--- config.mk ---
export PLATFORM = sky130hd
export DESIGN_NAME = ps2_kbd_tx
export DESIGN_NICKNAME = d
export VERILOG_FILES = /design/src/rtl/ps2_kbd_tx.sv
export SDC_FILE = /design/constraint.sdc
export NUM_CORES = 1
export LEC_CHECK = 0
export CAP_MARGIN = 30
export CORE_UTILIZATION = 50
export DETAILED_ROUTE_END_ITERATION = 16
export GPL_TIMING_DRIVEN = 1
export PLACE_DENSITY_LB_ADDON = 0.25
export SYNTH_ARGS = -nofsm -noshare
export SYNTH_HDL_FRONTEND = slang
export SYNTH_SLANG_ARGS = --single-unit
--- constraint.sdc ---
create_clock -name clk -period 3.8 [get_ports clk]
set_input_delay 0.57 -clock clk [delete_from_list [all_inputs] [get_ports clk]]
set_output_delay 0.57 -clock clk [all_outputs]
set_load 0.01 [all_outputs]
--- src/rtl/ps2_kbd_tx.sv ---
// ps2_kbd_tx: device-side PS/2 keyboard transmitter.
// Scan codes are queued in a small FIFO and sent one at a time as 11-bit
// frames (start, 8 data bits LSB first, odd parity, stop) on ps2_clk/ps2_data.
// Both PS/2 lines are registered from the FSM state, so they lag the state by
// one cycle and ps2_data only moves together with a ps2_clk rise.
module ps2_kbd_tx #(
    parameter int CLK_DIV    = 4,
    parameter int GAP_CYCLES = 32,
    parameter int FIFO_DEPTH = 4
) (
    input  logic       clk,
    input  logic       rst,
    input  logic       code_valid,
    input  logic [7:0] code_data,
    output logic       code_ready,
    output logic       ps2_clk,
    output logic       ps2_data,
    output logic       busy
);

    localparam int AW      = $clog2(FIFO_DEPTH);
    localparam int CNT_MAX = (CLK_DIV > GAP_CYCLES) ? CLK_DIV : GAP_CYCLES;
    localparam int CW      = $clog2(CNT_MAX);

    localparam int DIV_LAST_I = CLK_DIV - 1;
    localparam int GAP_LAST_I = GAP_CYCLES - 1;

    localparam logic [CW-1:0] DIV_LAST = DIV_LAST_I[CW-1:0];
    localparam logic [CW-1:0] GAP_LAST = GAP_LAST_I[CW-1:0];
    localparam logic [AW:0]   FULL_CNT = FIFO_DEPTH[AW:0];
    localparam logic [3:0]    LAST_BIT = 4'd10;

    typedef enum logic [1:0] {
        IDLE,
        HIGH,
        LOW,
        GAP
    } state_t;

    // Start bit, data LSB first, odd parity, stop bit; b0 sits in bit 0.
    function automatic logic [10:0] build_frame(input logic [7:0] d);
        return {1'b1, ~^d, d, 1'b0};
    endfunction

    logic [7:0]    fifo_mem [FIFO_DEPTH];
    logic [AW-1:0] wr_ptr;
    logic [AW-1:0] rd_ptr;
    logic [AW:0]   count;
    logic          push;
    logic          pop;

    state_t        state;
    state_t        state_nxt;
    logic [CW-1:0] cnt;
    logic [CW-1:0] cnt_nxt;
    logic [3:0]    bit_idx;
    logic [3:0]    bit_idx_nxt;
    logic [10:0]   frame;

    // Ready comes from the registered count only, so a pop in the same cycle
    // cannot open a slot for a push.
    assign code_ready = (count != FULL_CNT);
    assign push       = code_valid && code_ready;
    assign pop        = (state == IDLE) && (count != '0);
    assign busy       = (state != IDLE) || (count != '0);

    // FIFO storage: data only, pointers decide what is valid.
    always_ff @(posedge clk) begin
        if (push) begin
            fifo_mem[wr_ptr] <= code_data;
        end
    end

    // FIFO pointers and occupancy; reset discards every queued code.
    always_ff @(posedge clk or negedge rst) begin
        if (!rst) begin
            wr_ptr <= '0;
            rd_ptr <= '0;
            count  <= '0;
        end else begin
            if (push) begin
                wr_ptr <= wr_ptr + 1'b1;
            end
            if (pop) begin
                rd_ptr <= rd_ptr + 1'b1;
            end
            case ({push, pop})
                2'b10:   count <= count + 1'b1;
                2'b01:   count <= count - 1'b1;
                default: count <= count;
            endcase
        end
    end

    // Frame shifter loaded on pop; its contents only matter in HIGH/LOW.
    always_ff @(posedge clk) begin
        if (pop) begin
            frame <= build_frame(fifo_mem[rd_ptr]);
        end
    end

    // FSM state, half-period/gap counter and bit index.
    always_ff @(posedge clk or negedge rst) begin
        if (!rst) begin
            state   <= IDLE;
            cnt     <= '0;
            bit_idx <= '0;
        end else begin
            state   <= state_nxt;
            cnt     <= cnt_nxt;
            bit_idx <= bit_idx_nxt;
        end
    end

    // Next-state: each HIGH and LOW lasts CLK_DIV cycles, GAP lasts GAP_CYCLES.
    always_comb begin
        state_nxt   = state;
        cnt_nxt     = cnt;
        bit_idx_nxt = bit_idx;
        case (state)
            IDLE: begin
                if (count != '0) begin
                    state_nxt   = HIGH;
                    cnt_nxt     = '0;
                    bit_idx_nxt = '0;
                end
            end
            HIGH: begin
                if (cnt == DIV_LAST) begin
                    state_nxt = LOW;
                    cnt_nxt   = '0;
                end else begin
                    cnt_nxt = cnt + 1'b1;
                end
            end
            LOW: begin
                if (cnt == DIV_LAST) begin
                    cnt_nxt = '0;
                    if (bit_idx == LAST_BIT) begin
                        state_nxt = GAP;
                    end else begin
                        state_nxt   = HIGH;
                        bit_idx_nxt = bit_idx + 1'b1;
                    end
                end else begin
                    cnt_nxt = cnt + 1'b1;
                end
            end
            GAP: begin
                if (cnt == GAP_LAST) begin
                    state_nxt = IDLE;
                    cnt_nxt   = '0;
                end else begin
                    cnt_nxt = cnt + 1'b1;
                end
            end
            default: begin
                state_nxt = IDLE;
                cnt_nxt   = '0;
            end
        endcase
    end

    // Registered PS/2 lines; bit_idx is stable across HIGH and LOW of a bit,
    // so data changes only in step with the clock rising.
    always_ff @(posedge clk or negedge rst) begin
        if (!rst) begin
            ps2_clk  <= 1'b1;
            ps2_data <= 1'b1;
        end else begin
            ps2_clk  <= (state != LOW);
            ps2_data <= ((state == HIGH) || (state == LOW)) ? frame[bit_idx] : 1'b1;
        end
    end

endmodule

==> results of run 1 <==
-- final timing paths --
check	from	endpoint	slack (ps)	cells after the start
max in group asynchronous	rst	rd_ptr[0]	2520	1
worst min register to register	cnt[1]	cnt[1]	500	2
worst max register to register	state[0]	count[2]	1250	9
worst min-delay path	cnt[1]	cnt[1]	500	2
min in group asynchronous	rst	rd_ptr[1]	740	1
worst max-delay path	state[0]	busy	910	5
-- state kept, by name (all words and copies together), names as in the netlist, 2 cells and up --
signal,count
wr_ptr,2
state,2
count,3
cnt,5
rd_ptr,2
bit_idx,4
fifo_mem,32
frame,9
-- kinds of logic (layout without fill, tap and decap cells) --
logic type,after synthesis,count (layout)
adders and majority gates,15,15
muxes,15,15
and+or+nand+nor,39,39
buffers and inverters,16,43
DFF,61,61
xor gates and xnor gates,13,13
AOI/OAI and AO/OA,24,24
-- per-stage QoR --
step                hold WS, ps  std cells  setup WS (ps)  total power [uW]
floorplan                   274        183           1570              1050
global placement            491        264           1420              1120
detailed placement          495        264           1250              1140
CTS                         508        280            910              1640
global route                554        280            734              1710
finish                      500        280            905              1630
-- worst register-to-register path, stage by stage (launching register included) --
cell     delay (ps)
dfrtp_1         420
inv_1           150
ha_1            240
o31a_1          510
ha_1            300
inv_1            60
fa_1            380
xor2_1          160
nor2_1          120
xor2_1          150
-- cells in the mapped netlist, types with 2 or more instances --
library cell / n
nand2b_1: 2
nand2_1: 11
mux2i_1: 4
ha_1: 14
o21ai_0: 7
nand3b_1: 2
o2bb2ai_1: 3
nand3_1: 4
inv_1: 13
xor2_1: 3
and3_1: 6
edfxtp_1: 41
xnor2_1: 10
dfstp_2: 2
nor2_1: 6
a22o_1: 2
dfrtp_1: 18
mux4_2: 10
and2_1: 2
a21oi_1: 3
o31ai_1: 2
-- power by group --
part           total (uW)  switching (uW)  leakage (uW)  internal [uW]
clock                 502             250     0.0000861            251
sequential            874            51.1      0.000615            823
combinational         251             139      0.000519            113
-- area by class of cell --
type                       instances  area share (%)
tap                               70            2.77
multi-input combinational        106            30.9
clock buffer                      10            4.35
sequential                        61            54.8
clock inverter                     6            1.19
timing repair buffer              14            4.43
inverter                          13            1.54
-- metal layers --
layer	track usage, %	wire length (um)	part of all wire [%]
met4	8.85	80	1.7
met2	27.5	2270	49
met5	0	0	0
met3	6.59	187	4.1
met1	23.4	2060	45
==> out/results.tsv, run 1 <==
stage	metric	value	unit
die	design.core.area	5240	um2
synthesis	syn_inst	183	
synthesis	yosysTopAreaCellShare	44.3	%
routing	num_vias	1545	
critical_path	critPathArrivalTime	2320	ps
sta	slew_violations	0	
critical_path	cp.required	3230	ps
critical_path	endpoint_kind	output port	
cts	clock_path_buffers	2	
critical_path	crit_path_frequent_cell	inv_1	
sta	hold_viol_final	0	
grt	grt_usage	18.2	%
sta	fin_tns_setup	0	ps
critical_path	cp-start-kind	flop	
layout	final_cell_mix	edfxtp_1, dfrtp_1, ha_1, clkdlybuf4s50_1, inv_1	
place	dp_hpwl	3320	um
die	die_x	76.6	um
power_and_ir_drop	power.leakage	0.00122	uW
sta	min_period	2890	ps
routing	routed_wl	4600	um
routing	firstDrtPassIters	4	
sta	fin_skew	8.01	ps
place	globalplace.congestion	0.839	
synthesis	ys.flop_type	edfxtp_1	
layout	nFillCells	418	
synthesis	synth-simple-area-share	8.19	%
flow_run	drv_cap	0	
cts	numCtsBuffers	9	
layout	seqCellArea	1730	um2
critical_path	cp.buffers_inverters	3	
cts	clkSinkCount	61	
synthesis	synth-seq-cells	61	
synthesis	synthMuxAreaShare	9.95	%
synthesis	ys_seq_area_share	62.4	%
sta	timing.fmax	345	MHz
cts	cts_root_buf	clkbuf_8	
routing	antenna_left	0	
layout	num_antenna_cells	0	
critical_path	critPathTopFamily	buffers and inverters	
synthesis	yosys-top-cells-area	edfxtp_1, dfrtp_1, mux4_2	
sta	slew_headroom	41.7	%
layout	design_area	3160	um2
sta	max_slew.worst_pin.slew	872	ps
layout	mostFrequentLayoutCell	edfxtp_1	
die	row_count	26	
cts	clk_pin_slew	60	ps
cts	clk_latency	330	ps
routing	drt_iter0_markers	149	
layout	drive_gt1_share	14.8	%
cts	post-cts-setup-buffers	0	
synthesis	ys_warn_count	0	
grt	grt_pass1_wl	7860	um
die	io_pins	15	
grt	antenna_found_initial	0	
cts	cts_tree	yes	
synthesis	synth_top_family_by_area	multiplexers	
synthesis	synth.distinct_cells	39	
synthesis	synth_xor_area_share	4.10	%
synthesis	yosysTopAreaCell	edfxtp_1	
layout	area_delta_synth_final	13.8	%
power_and_ir_drop	power.density	514	nW/um2
routing	drcViolationCount	0	
synthesis	synth_compound_area_share	5.90	%
place	placed_cell_area	2990	um2
status	status	finished clean	
layout	final_nets	231	
grt	grt_max_degree	21	
cts	htreeDepth	3	
routing	wl_per_cell	16.4	um
sta	setup_viol	0	
critical_path	critical_path.max_fanout	8	
layout	finish.utilization	60.4	%
synthesis	async_flop_share	32.8	%
min_path	hp-class	flop to flop	
layout	multi_input_area	977	um2
routing	viasPerCell	5.52	
synthesis	avgSynthCellArea	15.2	um2
synthesis	synthAdderAreaFrac	7.02	%
grt	grt-ovfl-total	0	
synthesis	synth_enable_flop_cells	41	
sta	grt_setup_unrepaired	no	
power_and_ir_drop	peakVddDrop	0.361	mV
place	port_buffers	14	
grt	grt_pass1_vias	1604	
die	initial_core_util	53.1	%
die	dieArea	5860	um2
critical_path	crit_slowest_cell	clkdlybuf4s50_1	
critical_path	path_class	flop to output port	
die	die_y	76.6	um
synthesis	synth.net_count	209	
cts	hold_buffers	0	
synthesis	synth_area	2780	um2
critical_path	slowest_delay	530	ps
sta	min_period_over_period	76.2	%
critical_path	path_cells	inv_1 -> ha_1 -> nor4b_4 -> inv_1 -> clkdlybuf4s50_1	
cts	cts-resized-gates	0	
Power figures use the tool's default switching activity.
==> inputs of run 2 (changes only) <==
==> constraint.sdc (replaced) <==
create_clock -name clk -period 2.8 [get_ports clk]
set_input_delay 0.42 -clock clk [delete_from_list [all_inputs] [get_ports clk]]
set_output_delay 0.42 -clock clk [all_outputs]
set_load 0.01 [all_outputs]
==> run 2 against run 1 <==
Net effect: register-to-register slack got worse by 580 ps; cell area increased by 2.1%; die area unchanged; worst hold slack got worse by 54 ps; sequential power increased by 35%; clock-buffer cell count increased by 2; non-clock buffer count increased by 4; critical path depth unchanged; routed wire length decreased by 0.17%; combinational power increased by 33%; via count increased by 2.5%; largest cell class unchanged.
==> out/results.tsv, run 2 (synthesis results as in run 1) <==
stage	metric	value	unit	change
cts	clkSinkCount	61		unchanged
place	port_buffers	14		unchanged
critical_path	cp-start-kind	flop		unchanged
grt	grt_usage	17.7	%	was 18.2%
die	io_pins	15		unchanged
sta	grt_setup_unrepaired	no		unchanged
cts	cts_tree	yes		unchanged
critical_path	endpoint_kind	output port		unchanged
sta	slew_violations	0		unchanged
status	status	finished clean		unchanged
power_and_ir_drop	power.density	704	nW/um2	was 514 nW/um2
die	die_x	76.6	um	unchanged
layout	drive_gt1_share	15.9	%	was 14.8%
routing	wl_met1	2020	um	was 2060 um
place	globalplace.congestion	0.759		was 0.839
die	dieArea	5860	um2	unchanged
die	design.core.area	5240	um2	unchanged
cts	clk_latency	330	ps	about the same
die	die_y	76.6	um	unchanged
routing	antenna_left	0		unchanged
critical_path	cp.required	2380	ps	was 3230 ps
die	row_count	26		unchanged
sta	min_period_over_period	93.2	%	
grt	antenna_found_initial	0		unchanged
grt	grt_pass1_wl	7620	um	was 7860 um
sta	min_period	2610	ps	
layout	largest_register_ffs	32		unchanged
sta	timing.fmax	383	MHz	
flow_run	drv_cap	0		unchanged
layout	area_delta_synth_final	16.2	%	was 13.8%
layout	num_antenna_cells	0		unchanged
routing	drcViolationCount	0		unchanged
cts	clk_pin_slew	70	ps	was 60 ps
power_and_ir_drop	peakVddDrop	0.478	mV	was 0.361 mV
layout	final_cell_mix	edfxtp_1, dfrtp_1, ha_1, clkdlybuf4s50_1, inv_1		unchanged
routing	dr_wl_met2	2220	um	was 2270 um
critical_path	critPathArrivalTime	2190	ps	was 2320 ps
cts	clock_path_buffers	2		unchanged
routing	firstDrtPassIters	4		unchanged
cts	cts_root_buf	clkbuf_8		unchanged
routing	drt_iter0_markers	102		was 149
cts	htreeDepth	3		unchanged
critical_path	path_class	flop to output port		unchanged
sta	hold_viol_final	0		unchanged
sta	setup_viol	0		unchanged
layout	top_register	fifo_mem		unchanged
sta	slew_headroom	61.9	%	was 41.7%
layout	final_nets	235		was 231
routing	wl_per_cell	16.2	um	was 16.4 um
cts	hold_buffers	0		unchanged
grt	grt-ovfl-total	0		unchanged
routing	num_vias	1583		was 1545
layout	reg.largest.list	fifo_mem x32, frame x9, cnt x5		unchanged
layout	mostFrequentLayoutCell	edfxtp_1		unchanged
sta	fin_skew	10.7	ps	was 8.01 ps
die	initial_core_util	53.1	%	unchanged
sta	fin_tns_setup	0	ps	unchanged
sta	hold_slack	446	ps	was 500 ps
power_and_ir_drop	power.leakage	0.00126	uW	was 0.00122 uW
routing	routed_wl	4590	um	was 4600 um
critical_path	critical_path.max_fanout	7		was 8
routing	viasPerCell	5.57		was 5.52
place	dp_hpwl	3310	um	was 3320 um
min_path	hp-class	input pin to asynchronous set/reset pin		was flop to flop
sta	max_slew.worst_pin.slew	571	ps	was 872 ps
grt	grt_pass1_vias	1624		was 1604
routing	wl_met3	207	um	was 187 um
cts	numCtsBuffers	9		unchanged
grt	grt_max_degree	21		unchanged
routing	top_layer	met4		unchanged
## run 2: cell count changes in the layout (fill, tap and decap cells not counted), sizes merged
cell	before	now
buf	0	3
clkinvlp	2	0
inv	14	13
bufinv	0	1
clkbuf	10	13
## run 2: routing by layer
metal | GRT usage, % | up-vias
met3 | 7.19 | 15
met4 | 7.50 | 0
met5 | 0 | -
li1 | - | 741
met2 | 27.8 | 34
met1 | 21.6 | 793
## run 2: final cells by class
class	instances	area, um2
timing repair buffer	18	188
fill	402	2010
inverter	13	48.8
clock buffer	12	145
sequential	61	1730
multi-input combinational	106	977
tap	70	87.6
clock inverter	4	48.8
## run 2: final timing paths
path	start	to	slack [ps]	cells past startpoint
min in group clk	cnt[1]	cnt[1]	530	2
worst max-delay path	state[0]	busy	190	5
worst min-delay path	rst	rd_ptr[1]	450	2
max in group asynchronous	rst	ps2_clk	2140	2
worst max register to register	count[0]	count[2]	670	10
worst min register to register	cnt[1]	cnt[1]	530	2
## run 2: power breakdown
group | internal (uW) | switching (uW) | leakage (uW)
logic | 155 | 178 | 0.000548
clock network | 434 | 321 | 0.000100
registers | 1120 | 67.5 | 0.000615
total | 1710 | 568 | 0.00126
## run 2: timing repair
item / in CTS / in global routing
hold endpoints to repair: 0 / 0
buffers inserted: 0 / 2
gates resized for setup: 0 / 0
setup endpoints to repair: 0 / 1
## run 2: worst max-delay path, cell delays in order (launching register included)
cell             delay (ps)
dfrtp_1                 410
inv_1                   150
ha_1                    250
nor4b_4                 330
inv_1                   200
clkdlybuf4s50_1         520
## run 2: per-stage QoR
step / total power, uW / std cells / worst slack (ps) / instance area [um2] / util [%]
after floorplan: 1430 / 183 / 570 / 2780 / -
final: 2270 / 284 / 191 / 3230 / 61.7
after global routing: 2390 / 284 / 50.9 / 3230 / 61.7
after global placement: 1510 / 265 / 533 / 3000 / 57.2
after detailed placement: 1540 / 265 / 397 / 3000 / 57.2
after CTS: 2300 / 281 / 25.4 / 3190 / 60.9
==> inputs of run 3 (changes only) <==
--- a/config.mk
+++ b/config.mk
@@ -6,6 +6,8 @@
 export NUM_CORES = 1
 export LEC_CHECK = 0
 export CAP_MARGIN = 30
+export CELL_PAD_IN_SITES_DETAIL_PLACEMENT = 1
+export CELL_PAD_IN_SITES_GLOBAL_PLACEMENT = 1
 export CORE_UTILIZATION = 50
 export DETAILED_ROUTE_END_ITERATION = 16
 export GPL_TIMING_DRIVEN = 1
==> run 3 against run 2 <==
Net effect: clock power down 3.0%; worst hold slack improved by 0.54 ps; clock-buffer cell count decreased by 1; cell count is 0.35% lower; first-iteration DRC count fell by 40%; non-clock buffer count is 1 lower; sequential power hardly changed; maximum frequency rose by 5.6%; largest cell class unchanged.
==> out/results.tsv, run 3 (synthesis results as in run 1) <==
stage	metric	value	unit	change
critical_path	path_class	flop to output port		unchanged
power_and_ir_drop	power.leakage	0.00125	uW	was 0.00126 uW
grt	grt_pass1_wl	8360	um	was 7620 um
critical_path	endpoint_kind	output port		unchanged
critical_path	worstSetupStartpoint	state[0]		unchanged
sta	fin_tns_setup	0	ps	unchanged
layout	final_cell_mix	edfxtp_1, dfrtp_1, ha_1, clkdlybuf4s50_1, inv_1		unchanged
grt	grt_max_degree	21		unchanged
layout	final_nets	234		was 235
routing	firstDrtPassIters	4		unchanged
layout	top_register	fifo_mem		unchanged
sta	setup_viol	0		unchanged
critical_path	cp-start-kind	flop		unchanged
power_and_ir_drop	p_switching	593	uW	was 568 uW
power_and_ir_drop	intPower	1680	uW	was 1710 uW
cts	cts-resized-gates	0		unchanged
die	dieArea	5860	um2	unchanged
critical_path	critPathArrivalTime	2050	ps	was 2190 ps
cts	hold_buffers	0		unchanged
layout	reg.largest.list	fifo_mem x32, frame x9, cnt x5		unchanged
sta	max_slew.worst_pin.slew	590	ps	was 571 ps
cts	cts_tree	yes		unchanged
cts	clkSinkCount	61		unchanged
grt	grt_usage	19.6	%	was 17.7%
min_path	hp-class	input pin to asynchronous set/reset pin		unchanged
cts	clk_pin_slew	70	ps	about the same
place	port_buffers	14		unchanged
die	die_y	76.6	um	unchanged
sta	min_period	2470	ps	was 2610 ps
critical_path	r2r_start	count[0]		unchanged
cts	numCtsBuffers	9		unchanged
critical_path	critical_path.max_fanout	7		unchanged
die	row_count	26		unchanged
routing	drcViolationCount	0		unchanged
place	placed_cell_area	3000	um2	about the same
die	design.core.area	5240	um2	unchanged
place	pre_cts_ws	527	ps	was 397 ps
routing	viasPerCell	5.49		was 5.57
sta	min_period_over_period	88.2	%	was 93.2%
routing	antenna_left	0		unchanged
sta	timing.fmax	405	MHz	was 383 MHz
grt	antenna_found_initial	0		unchanged
routing	num_vias	1553		was 1583
power_and_ir_drop	power.density	709	nW/um2	was 704 nW/um2
power_and_ir_drop	power	2280	uW	was 2270 uW
die	initial_core_util	53.1	%	unchanged
cts	post-cts-setup-buffers	0		unchanged
flow_run	drv_cap	0		unchanged
power_and_ir_drop	pwr-share-seq	52.3	%	was 52.1%
layout	nFillCells	487		was 402
grt	grt_pass1_vias	1743		was 1624
sta	hold_viol_final	0		unchanged
layout	drive_gt1_share	15.0	%	was 15.9%
critical_path	cp.required	2380	ps	about the same
die	io_pins	15		unchanged
sta	fin_skew	5.68	ps	was 10.7 ps
die	die_x	76.6	um	unchanged
sta	hold_slack	447	ps	was 446 ps
layout	num_antenna_cells	0		unchanged
status	status	finished clean		unchanged
power_and_ir_drop	peakVddDrop	0.447	mV	was 0.478 mV
sta	worst_slack	329	ps	was 191 ps
cts	cts_root_buf	clkbuf_8		unchanged
place	dp_hpwl	3500	um	was 3310 um
layout	area_delta_synth_final	15.5	%	was 16.2%
cts	clock_path_buffers	2		unchanged
place	globalplace.congestion	0.790		was 0.759
grt	grt-ovfl-total	0		unchanged
layout	largest_register_ffs	32		unchanged
power_and_ir_drop	power_frac_comb	15.5	%	was 14.7%
sta	grt_setup_unrepaired	no		unchanged
routing	wl_per_cell	17.6	um	was 16.2 um
layout	design_area	3210	um2	was 3230 um2
routing	routed_wl	4980	um	was 4590 um
cts	clk_latency	330	ps	about the same
cts	htreeDepth	3		unchanged
power_and_ir_drop	clockPowerShare	32.2	%	was 33.2%
sta	slew_headroom	60.3	%	was 61.9%
power_and_ir_drop	switching_share	26.1	%	was 25.0%
layout	mostFrequentLayoutCell	edfxtp_1		unchanged
sta	slew_violations	0		unchanged
routing	drt_iter0_markers	61		was 102
## run 3: cell count changes in the layout (fill, tap and decap cells not counted), sizes merged
cell / delta
clkbuf: -1
clkinvlp: +1
buf: -1
## run 3: final timing paths
kind                              end  slack (ps)  cells past startpoint
max                              busy         330                      5
min                        bit_idx[3]         450                      2
max reg2reg                  count[2]         630                     10
min reg2reg                    cnt[1]         500                      2
max in group asynchronous    ps2_data        2140                      2
min in group clk               cnt[1]         500                      2
## run 3: per-stage QoR
stage	util [%]	cells
after floorplan	-	183
after global placement	57.3	266
after detailed placement	57.3	266
after CTS	60.8	282
after global routing	61.3	283
final	61.3	283
## run 3: cell type report
| class | instances | area [um2] | area share [%] |
|---|---|---|---|
| well taps | 70 | 87.6 | 2.73 |
| inverters | 13 | 48.8 | 1.52 |
| repair buffers | 17 | 180 | 5.61 |
| clock buffers | 11 | 131 | 4.09 |
| flip-flops and latches | 61 | 1730 | 54.0 |
| clock inverters | 5 | 51.3 | 1.60 |
| multi-input cells | 106 | 977 | 30.4 |
## run 3: critical path: stages, from the launching register on
cell	delay (ps)
dfrtp_1	420
inv_1	140
ha_1	240
nor4b_4	230
inv_1	170
clkdlybuf4s50_1	520
## run 3: power by group through the flow
stage | Sequential [uW] | Combinational [uW] | Clock (uW)
after CTS | 1190 | 357 | 757
after global placement | 1190 | 323 | 0
after global routing | 1200 | 398 | 791
after detailed placement | 1210 | 349 | 0
final | 1190 | 352 | 733
after floorplan | 1180 | 244 | 0
## run 3: routing by layer
layer  vias to the layer above  wire length (um)  global-route usage (%)
li1                        734                 -                       -
met1                       781              2040                    21.1
met2                        24              2690                    34.4
met3                        14                97                    3.59
met4                         0               153                    14.0
met5                         -                 0                       0
